### config.mk
export PLATFORM = sky130hd
export DESIGN_NAME = flash_read_arbiter
export DESIGN_NICKNAME = d
export VERILOG_FILES = /design/src/rtl/flash_read_arbiter.sv
export SDC_FILE = /design/constraint.sdc
export NUM_CORES = 1
export LEC_CHECK = 0
export CAP_MARGIN = 5
export CORE_UTILIZATION = 25
export DETAILED_ROUTE_END_ITERATION = 16
export GPL_TIMING_DRIVEN = 0
export HOLD_SLACK_MARGIN = 0.03
export PLACE_DENSITY = 0.67
export SYNTH_ARGS = -nofsm -noshare
export SYNTH_HDL_FRONTEND = slang
export SYNTH_SLANG_ARGS = --single-unit
### constraint.sdc
create_clock -name clk -period 1.8 [get_ports clk]
set_clock_uncertainty 0.2 [all_clocks]
set_input_delay 0.36 -clock clk [delete_from_list [all_inputs] [get_ports clk]]
set_output_delay 0.36 -clock clk [all_outputs]
set_load 0.02 [all_outputs]
### src/rtl/flash_read_arbiter.sv
`default_nettype none
// ============================================================================
//  Module   : flash_read_arbiter
//  Purpose  : Shares the single Avalon-MM read port of the flash core between
//             two read requesters. Round-robin grants, one outstanding read,
//             read data routed back to the issuing requester, and a response
//             timeout so a stalled flash cannot hang either client.
//  Ports    : clk, rst_n                     clock / async active-low reset
//             rq_read, rq_addr               per-requester command inputs
//             rq_waitrequest                 per-requester stall (comb.)
//             rq_readdata, rq_readdatavalid  shared data bus, per-owner strobe
//             flash_mem_*                    Avalon-MM master to flash core
//             busy, timeout_err              status (timeout_err is sticky)
//  Revision : 1.0  initial release
// ============================================================================
module flash_read_arbiter #(
   parameter int ADDR_W  = 23,
   parameter int DATA_W  = 32,
   parameter int TIMEOUT = 1024
) (
   input  logic                  clk,
   input  logic                  rst_n,
   input  logic [1:0]            rq_read,
   input  logic [2*ADDR_W-1:0]   rq_addr,
   output logic [1:0]            rq_waitrequest,
   output logic [DATA_W-1:0]     rq_readdata,
   output logic [1:0]            rq_readdatavalid,
   output logic                  flash_mem_read,
   output logic [ADDR_W-1:0]     flash_mem_address,
   output logic [3:0]            flash_mem_byteenable,
   input  logic                  flash_mem_waitrequest,
   input  logic [DATA_W-1:0]     flash_mem_readdata,
   input  logic                  flash_mem_readdatavalid,
   output logic                  busy,
   output logic                  timeout_err
);

   localparam int CNT_W = (TIMEOUT > 1) ? $clog2(TIMEOUT) : 1;
   localparam logic [CNT_W-1:0] c_cnt_last = CNT_W'(TIMEOUT - 1);

   typedef enum logic [1:0] {
      IDLE      = 2'd0,
      ISSUE     = 2'd1,
      WAIT_DATA = 2'd2
   } state_t;

   state_t              state_q, state_d;
   logic                owner_q, owner_d;
   logic                last_grant_q, last_grant_d;
   logic                read_q, read_d;
   logic [ADDR_W-1:0]   addr_q, addr_d;
   logic [DATA_W-1:0]   rdata_q, rdata_d;
   logic [1:0]          rdv_q, rdv_d;
   logic                terr_q, terr_d;
   logic [CNT_W-1:0]    cnt_q, cnt_d;

   logic                sel;
   logic                idle;
   logic                timeout_hit;

   // Contention goes to whoever did not win last; otherwise the lone requester.
   assign sel         = (rq_read == 2'b11) ? ~last_grant_q : rq_read[1];
   assign idle        = (state_q == IDLE);
   assign timeout_hit = (TIMEOUT != 0) && (cnt_q == c_cnt_last);

   assign rq_waitrequest[0]    = ~(idle && rq_read[0] && ~sel);
   assign rq_waitrequest[1]    = ~(idle && rq_read[1] &&  sel);
   assign rq_readdata          = rdata_q;
   assign rq_readdatavalid     = rdv_q;
   assign flash_mem_read       = read_q;
   assign flash_mem_address    = addr_q;
   assign flash_mem_byteenable = 4'b1111;
   assign busy                 = ~idle;
   assign timeout_err          = terr_q;

   always_ff @(posedge clk or negedge rst_n) begin
      if (!rst_n) begin
         state_q      <= IDLE;
         owner_q      <= 1'b0;
         last_grant_q <= 1'b1;
         read_q       <= 1'b0;
         addr_q       <= '0;
         rdata_q      <= '0;
         rdv_q        <= 2'b00;
         terr_q       <= 1'b0;
         cnt_q        <= '0;
      end else begin
         state_q      <= state_d;
         owner_q      <= owner_d;
         last_grant_q <= last_grant_d;
         read_q       <= read_d;
         addr_q       <= addr_d;
         rdata_q      <= rdata_d;
         rdv_q        <= rdv_d;
         terr_q       <= terr_d;
         cnt_q        <= cnt_d;
      end
   end

   always_comb begin
      state_d      = state_q;
      owner_d      = owner_q;
      last_grant_d = last_grant_q;
      read_d       = read_q;
      addr_d       = addr_q;
      rdata_d      = rdata_q;
      rdv_d        = 2'b00;          // valid is a single-cycle pulse
      terr_d       = terr_q;
      cnt_d        = cnt_q;

      case (state_q)
         IDLE: begin
            // A readdatavalid seen here is stray and deliberately ignored.
            if (|rq_read) begin
               owner_d      = sel;
               last_grant_d = sel;
               addr_d       = sel ? rq_addr[2*ADDR_W-1:ADDR_W] : rq_addr[ADDR_W-1:0];
               read_d       = 1'b1;
               state_d      = ISSUE;
            end
         end
         ISSUE: begin
            if (!flash_mem_waitrequest) begin
               read_d  = 1'b0;
               cnt_d   = '0;
               state_d = WAIT_DATA;
            end
         end
         WAIT_DATA: begin
            if (flash_mem_readdatavalid) begin
               rdata_d        = flash_mem_readdata;
               rdv_d[owner_q] = 1'b1;
               state_d        = IDLE;
            end else if (timeout_hit) begin
               // Forced completion: owner gets zero data so it can move on.
               rdata_d        = '0;
               rdv_d[owner_q] = 1'b1;
               terr_d         = 1'b1;
               state_d        = IDLE;
            end else begin
               cnt_d = cnt_q + 1'b1;
            end
         end
         default: begin
            state_d = IDLE;
            read_d  = 1'b0;
         end
      endcase
   end

endmodule
`default_nettype wire

# Word level (Yosys, flattened, before mapping)
# Cells that the tools add are included.
# op_classes
addsub	1
magnitude_cmp	2
eq_ne	9
muxes	21
bitwise_logic	7
reduce_logical	15
# op_table
op	count
two-way mux 32 bit	2
two-way mux 10 bit	3
two-way mux 23 bit	1
one-hot mux 10 bit (2 select lines)	1
two-way mux 2 bit	7
adder 10 x 1 -> 10 bit, second input constant	1
equality test 10 bit, second input constant	1
AND reduction 3 bit	3
NOT 1 bit	7
inequality test 2 bit, second input constant	3
one-hot mux 2 bit (3 select lines)	1
logical AND 1 bit	5
equality test 2 bit, second input constant	2
two-way mux 1 bit	4
AND reduction 2 bit	2
AND reduction 4 bit	1
nonzero test 2 bit	2
inequality test 3 bit, second input constant	1
one-hot mux 1 bit (3 select lines)	1
equality test 2 x 1 -> 1 bit, second input constant	1
zero test 2 bit	1
< comparator 1 x 2 -> 1 bit, second input constant	1
inequality test 2 x 1 -> 1 bit, second input constant	1
OR reduction 2 bit	1
2 further kinds	2
# totals
register_bits	73
inputBits	84
word_cells	64

# Depth between registers and ports, before layout
# Gate-level depths: netlist (run 1).
# logic_depth
depth_word	7
ltp_mapped	6
depth_no_buf	6

# Least setup slack after synthesis (run 1)
# No wires, ideal clock.
# synth_timing
path_kind	flip-flop to flip-flop
startpoint	register cnt_q[0]
endpoint	register cnt_q[5]
setup_ns	0.124
t_arrival_ns	1.496
required_ns	1.476
setup_slack_ns	-0.020
path_stages_with_launch	6
n_path_buf	0
cell_sequence	dfrtp_1 > ha_1 > nand4_1 > o31a_4 > and3_1 > a211o_1
# synth_between
elab_chain_cells	4
# synth_lines
element	line	source
start, declared	55	logic [CNT_W-1:0] cnt_q, cnt_d;
start signal, assigned	96	cnt_q <= cnt_d;
adder 10 x 1 -> 10 bit	141	cnt_d = cnt_q + 1'b1;
two-way mux 10 bit	134	end else if (timeout_hit) begin
two-way mux 10 bit	130	if (flash_mem_readdatavalid) begin
one-hot mux 10 bit (2 select lines)	111	case (state_q)
# Several ways; a longest one is shown, not always the timed one. The select of a mux whose other input is x is not followed.
# A chain may end at the register's enable or synchronous reset.

# Worst setup path after layout (run 1)
# layout_timing
startpoint	register last_grant_q
endpoint	output port rq_waitrequest[0]
# layout_between
elab_chain_cells	5
# layout_lines
element	line	source
start, declared	49	logic last_grant_q, last_grant_d;
start signal, assigned	90	last_grant_q <= last_grant_d;
NOT 1 bit	62	assign sel = (rq_read == 2'b11) ? ~last_grant_q : rq_read[1];
two-way mux 1 bit	62	
NOT 1 bit	66	assign rq_waitrequest[0] = ~(idle && rq_read[0] && ~sel);
logical AND 1 bit	66	
NOT 1 bit	66	
end, declared	25	output logic [1:0] rq_waitrequest,
# Every way passes these cells.

==> summary.md, run 1 <==
| Metric | Value |
|---|---|
| Area Overhead vs Synth | `73.4%` |
| Cells after Synth | `267` |
| Pwr Total | `8.27 mW` |
| Setup TNS | `-805 ps` |
| Post-Route Hold Slack | `237 ps` |
| Critical-path maximum fanout | `3` |
| WP data arrival | `1380 ps` |
| Primary FF master, synth | `dfrtp_1` |
| DP Area | `4810 sq um` |
| P_leak | `2.44 nW` |
| Die area | `12900 sq um` |
| Worst-Skew Late Latency | `330 ps` |
| Worst vdd ir | `0.549 mV` |
| Area leader, netlist | `dfrtp_1` |
| Synthesized area per cell | `11.7 sq um` |
| Via density | `4.61` |
| Final setup margin | `-141 ps` |
| Maximum root-to-sink buffer count | `2` |
| Fmax | `515 MHz` |
| Pwr/cell area | `1530 nW/um^2` |
| Antenna viol nets, final | `0` |
| Iter 0 DRT Violations | `116` |
| Final GP Congestion | `0.787` |
| Register bit total from synthesis | `73` |
| Core ar. | `12100 sq um` |
| # rows | `40` |
| Grt total ovfl | `0` |
| Worst path max stage delay | `550 ps` |
| Fin crit period | `1940 ps` |
| Status | `finished with violations` |
| First-pass GRT wire length | `14.6 mm` |
| I/O pin total | `150` |
| Port Buf Inserts | `145` |
| Drt first pass iters | `4` |
| CTS clk-pin slew, worst paths | `60 ps` |
| Period utilisation layout | `108%` |
| Pin count of the biggest net entering global routing | `38` |
| Distinct cell type count after synthesis | `45` |
| Initial Utilization | `25.8%` |
| Kind of critical path | `flip-flop to primary output` |
| Post-synth ARST share | `100%` |
| Fraction of layout cells with a size suffix above 1 | `20.6%` |
| Critical path origin | `last_grant_q` |
| Unrepaired setup endpoints after global routing | `yes` |
| Fillcell total | `1151` |
| Pins Over Slew Limit | `0` |
| Post-synth EDFFs | `0` |
| Htree depth | `3` |
| Path type of the worst min-delay path | `flip-flop to flip-flop` |
| Post-synthesis sequential area ratio | `58.7%` |
| CP max stage cell | `dfstp_2` |
| Fin. Hold Viols | `0` |
| Crit-path cells | `a21boi_4 -> buf_12 -> nand3b_1 -> buf_6` |
| DP Wirelength | `6.47 mm` |
| Antenna fix cells | `0` |
| Critical Path Start Type | `flip-flop` |
| Top post-synthesis cells by area | `dfrtp_1 58%, a22o_1 9.0%, mux2i_1 7.4%` |
| # DRC | `0` |
| Cell area after layout | `5400 sq um` |
| Netlist Area Pre-Place | `3110 sq um` |
| Hold Path Origin | `owner_q` |
| GRT Resource Usage Total | `14.6%` |
| Cts bufs inserted | `9` |
| Finish-stage setup viols | `39` |
| Die Height | `114 um` |
| CTS root buf | `clkbuf_16` |
| Max Cap Viol | `0` |
| Vias in the first global route | `2853` |
| Top cell type's share of synthesized area | `57.9%` |
| Critical Path Sink Type | `primary output` |
| Clk sinks | `73` |
| TritonCTS clock tree | `yes` |
| Reg-to-Reg Start | `cnt_q[0]` |
| Failing checks | `negative setup slack` |
| Nets | `531` |
| Critical Path RT | `1240 ps` |
| Drt wl/cell | `15.4 um` |
| Synth warnings | `0` |
| Die W | `114 um` |
| Antenna violations before repair | `0` |
| Drt total wl | `9.54 mm` |
| Via count | `2855` |
[state kept, by name, summed over array words and instances (netlist names)]
signal / count
timeout_err: 1
flash_mem_read: 1
state_q: 2
rq_readdatavalid: 2
last_grant_q: 1
rq_readdata: 32
cnt_q: 10
owner_q: 1
flash_mem_address: 23
[placed cells by master, fill, tap and decap left out, drive strengths merged, types with 2 or more instances in the layout]
| cell type | synthesis | routed |
|---|---|---|
| nand4 | 3 | 3 |
| clkdlybuf4s50 | 0 | 79 |
| mux2i | 23 | 23 |
| o21a | 2 | 2 |
| nor3 | 2 | 2 |
| nand2 | 7 | 7 |
| inv | 7 | 7 |
| a22o | 33 | 33 |
| nand3 | 7 | 7 |
| and4 | 2 | 2 |
| clkbuf | 4 | 16 |
| o21ai | 6 | 6 |
| nor2b | 2 | 2 |
| clkinv | 0 | 2 |
| clkinvlp | 0 | 2 |
| a31oi | 4 | 4 |
| buf | 15 | 37 |
| dlygate4sd2 | 0 | 62 |
| dfrtp | 72 | 72 |
| nor2 | 28 | 28 |
| a21oi | 27 | 27 |
| conb | 1 | 4 |
| and3 | 3 | 3 |
[what timing repair did]
action,CTS,global route
endpoints found under the hold margin,36,0
gates resized for setup,105,35
hold buffers,1,0
setup endpoints to repair,130,64
pin swaps,12,36
setup buffers,15,3
gates cloned,0,3
[path summary, 6_finish.rpt]
kind                       depth (start not counted)  slack (ps)                   to
hold reg to reg                                    1         240  rq_readdatavalid[0]
setup / recovery                                   4        -140    rq_waitrequest[0]
setup reg to reg                                   6         -40           state_q[1]
max in group asynchronous                          3         430         last_grant_q
hold / removal                                     1         240  rq_readdatavalid[0]
min in group asynchronous                          2         330       rq_readdata[0]
[layout make-up]
| class | instances | area [sq um] | area share [%] |
|---|---|---|---|
| Inverter | 7 | 28.8 | 0.533 |
| Tap cell | 168 | 210 | 3.89 |
| Clock inverter | 5 | 55.1 | 1.02 |
| Sequential cell | 73 | 1840 | 34.0 |
| Timing Repair Buffer | 168 | 1590 | 29.4 |
| Multi-Input combinational cell | 171 | 1310 | 24.3 |
| Clock buffer | 11 | 243 | 4.50 |
| Buffer | 16 | 126 | 2.34 |
[cell usage after synthesis (2+ instances only)]
master	instances
a21oi_1	27
a22o_1	32
a31oi_1	4
and3_1	3
buf_2	10
buf_4	4
clkbuf_1	4
dfrtp_1	72
inv_1	6
mux2i_1	23
nand2_1	7
nand3_1	7
nand4_1	3
nor2_1	28
nor3_1	2
o21a_1	2
o21ai_0	5
[power by group]
| part | internal, mW | switching (mW) |
|---|---|---|
| clock | 1.11 | 0.675 |
| sequential | 2.33 | 0.410 |
| combinational | 1.68 | 2.06 |
[stage by stage]
stage	util (%)	cells	worst slack, ps
2_1_floorplan	-	270	-10.0
3_3_place_gp	39.7	583	-2420
3_5_place_dp	39.8	584	-1140
4_1_cts	43.5	616	-249
5_1_grt	44.8	619	-187
6_report	44.8	619	-141
[cell families after synthesis]
kind of cell             share of synthesized area, %
other                                           0.120
multiplexers                                     7.76
AO/OA/AOI/OAI                                    19.0
buffers and inverters                            4.02
flip-flops                                       58.7
adder cells (fa/ha/maj)                         0.402
AND/OR/NAND/NOR                                  10.0
[per-layer routing]
layer / up-vias / wire length [um] / GRT usage (%)
li1: 1334 / - / -
met1: 1424 / 3870 / 17.3
met2: 85 / 5060 / 25.5
met3: 12 / 461 / 3.72
met4: 0 / 142 / 5.44
met5: - / 0 / 0
[worst max-delay path: cells and delay by family (launching register included)]
kind                   cells  cell delay (ps)
flip-flops                 1              550
buffers and inverters      2              280
AND/OR/NAND/NOR            1              160
AO/OA/AOI/OAI              1               70
No activity file was read; power rests on OpenSTA's default activity.
==> run 2, diff against run 1 <==
SLEW_MARGIN = 20   (was unset)
==> results of run 2 <==
Same layout as run 1: the final DEF is identical, and so are final timing and power.
==> run 3, diff against run 2 <==
--- a/config.mk
+++ b/config.mk
@@ -7,4 +7,5 @@
 export LEC_CHECK = 0
 export CAP_MARGIN = 5
+export CORE_MARGIN = 4
 export CORE_UTILIZATION = 25
 export DETAILED_ROUTE_END_ITERATION = 16
==> constraint.sdc (replaced) <==
create_clock -name clk -period 1.8 [get_ports clk]
set_clock_uncertainty 0.2 [all_clocks]
set_input_delay 0.27 -clock clk [delete_from_list [all_inputs] [get_ports clk]]
set_output_delay 0.27 -clock clk [all_outputs]
set_load 0.02 [all_outputs]
==> run 3 against run 2 <==
Clock power up 9%; sequential power about the same; combinational power up 7.0%; non-clock buffer count up 7; register-to-register slack worse by 90 ps; worst setup slack better by 8.4 ps; the run still ends with negative setup slack left; fmax up 0.44%.
==> summary.md, run 3 (synthesis gave the netlist of run 1 again) <==
| Metric | Value |
|---|---|
| P_leak | `2.70 nW` |
| CTS root buf | `clkbuf_16` |
| GRT Resource Usage Total | `12.9%` |
| Dpl ws | `-965 ps` |
| Critical-path maximum fanout | `4` |
| Worst setup path endpoint | `cnt_q[7]` |
| Core ar. | `12100 sq um` |
| Fillcell total | `1109` |
| Via count | `2799` |
| Path type of the worst min-delay path | `flip-flop to flip-flop` |
| Die W | `120 um` |
| Die Height | `120 um` |
| Critical Path RT | `1810 ps` |
| Antenna violations before repair | `0` |
| Reg-to-Reg Start | `cnt_q[0]` |
| Grt total ovfl | `0` |
| Drt first pass iters | `4` |
| Fin crit period | `1930 ps` |
| Final GP Congestion | `0.785` |
| Worst Reg-to-Reg Cells | `6` |
| # rows | `40` |
| Antenna viol nets, final | `0` |
| TritonCTS clock tree | `yes` |
| Finish-stage setup viols | `34` |
| Maximum root-to-sink buffer count | `2` |
| Drt wl/cell | `15.5 um` |
| CTS clk-pin slew, worst paths | `60 ps` |
| Register area | `1830 sq um` |
| Clk sinks | `73` |
| Multi-input logic area | `1270 sq um` |
| Status | `finished with violations` |
| Iter 0 DRT Violations | `138` |
| Hold Path Stages | `1` |
| Worst-Skew Late Latency | `320 ps` |
| Drt total wl | `9.69 mm` |
| I/O pin total | `150` |
| Unrepaired setup endpoints after global routing | `yes` |
| Failing checks | `negative setup slack` |
| Crit-path cells | `buf_4 -> buf_4 -> and4_1 -> nand4_1 -> and3_1 -> a221o_2` |
| WP data arrival | `1940 ps` |
| Non-filler cells, final | `626` |
| Flop2flop setup slack | `-130 ps` |
| Fin. Hold Viols | `0` |
| Kind of critical path | `flip-flop to flip-flop` |
| Area Overhead vs Synth | `79.3%` |
| Max Cap Viol | `0` |
| # DRC | `0` |
| Via density | `4.47` |
| Pwr/cell area | `1560 nW/um^2` |
| Worst path max stage delay | `400 ps` |
| CP max stage cell | `dfrtp_1` |
| Htree depth | `3` |
| DP Wirelength | `6.92 mm` |
| Crit path top cell by count | `buf_4` |
| Final setup margin | `-133 ps` |
| Antenna fix cells | `0` |
| Critical path origin | `cnt_q[0]` |
| Period utilisation layout | `107%` |
| Pins Over Slew Limit | `0` |
| Placed Instances | `584` |
| Pwr Total | `8.69 mW` |
| Nets | `538` |
| Cts bufs inserted | `9` |
| Vias in the first global route | `2907` |
| Initial Utilization | `25.7%` |
| Worst vdd ir | `0.593 mV` |
| First-pass GRT wire length | `14.8 mm` |
| Worst reg2reg path endpoint | `cnt_q[7]` |
| Largest register FFs | `32` |
| Fraction of layout cells with a size suffix above 1 | `20.3%` |
| Most frequent cells in the layout | `107 x clkdlybuf4s50_1, 67 x dfrtp_1, 32 x a22o_1, 32 x dlymetal6s2s_1, 28 x buf_4` |
| Commonest non-fill, non-tap cell in the layout | `clkdlybuf4s50_1` |
| Port Buf Inserts | `145` |
| Critical Path Start Type | `flip-flop` |
| Die area | `14300 sq um` |
| Fmax | `517 MHz` |
| Pin count of the biggest net entering global routing | `44` |
| Critical Path Sink Type | `flip-flop` |
==> run 3: changes by cell type in the layout (fill, tap and decap cells not counted), moves of 2 or more <==
cell | previous run | this run
dlygate4sd2_1 | 62 | 2
dlymetal6s2s_1 | 0 | 32
clkdlybuf4s50_1 | 79 | 107
buf_4 | 18 | 28
buf_6 | 13 | 9
a31oi_1 | 1 | 3
a31oi_4 | 3 | 1
nor2_1 | 25 | 27
nor2_2 | 2 | 0
==> run 3: worst min-delay path by stage <==
| stage | start | to | slack, ps |
|---|---|---|---|
| 3_3_place_gp | owner_q | rq_readdatavalid[0] | 210 |
| 2_1_floorplan | rst_n | cnt_q[0] | -230 |
| 6_report | owner_q | rq_readdatavalid[0] | 220 |
| 5_1_grt | owner_q | rq_readdatavalid[0] | 220 |
| 4_1_cts | owner_q | rq_readdatavalid[0] | 220 |
| 3_5_place_dp | rst_n | flash_mem_address[6] | 40 |
==> run 3: repair_timing <==
item | 4_1_cts | 5_1_grt
endpoints found under the setup margin | 72 | 102
setup buffers | 12 | 13
gates resized for setup | 45 | 54
pin swaps | 35 | 7
endpoints found under the hold margin | 30 | 0
cloned | 2 | 0
hold buffers | 1 | 0
==> run 3: where the power goes <==
group / internal [mW] / switching, mW / leakage (nW)
Combinational: 1.99 / 2.01 / 1.65
Sequential: 2.33 / 0.422 / 0.887
Clock: 1.26 / 0.686 / 0.159
Total: 5.57 / 3.12 / 2.70
==> run 3: through the flow <==
step,setup TNS [ps],area [sq um],hold slack (ps),util [%]
floorplan,-10.0,3130,-226,-
global placement,-180690,4790,215,39.5
detailed placement,-19480,4810,38.9,39.7
CTS,-854,5350,222,44.2
global route,-4440,5580,224,46.1
finish,-1270,5580,218,46.1
==> run 3: area by class of cell <==
cell class                      instances  area share [%]
Buffer                                 17            2.29
Multi-Input combinational cell        171            22.8
Tap cell                              168            3.77
Inverter                                7           0.516
Clock inverter                          6            1.61
Timing Repair Buffer                  174            31.9
Sequential cell                        73            32.9
Clock buffer                           10            4.28
==> run 3: routing by layer <==
| metal | global-route usage, % | up-vias | routed length [um] |
|---|---|---|---|
| met4 | 4.87 | 0 | 135 |
| met2 | 23.3 | 71 | 5380 |
| met1 | 14.8 | 1382 | 3810 |
| met3 | 2.97 | 10 | 370 |
| met5 | 0 | - | 0 |
| li1 | - | 1336 | - |
==> run 3: critical path: cells and delay by family, from the launching register on <==
kind / cells / cell delay (ps)
and+or+nand+nor: 3 / 680
DFF: 1 / 400
AOI/OAI and AO/OA: 1 / 290
buffers and inverters: 2 / 250
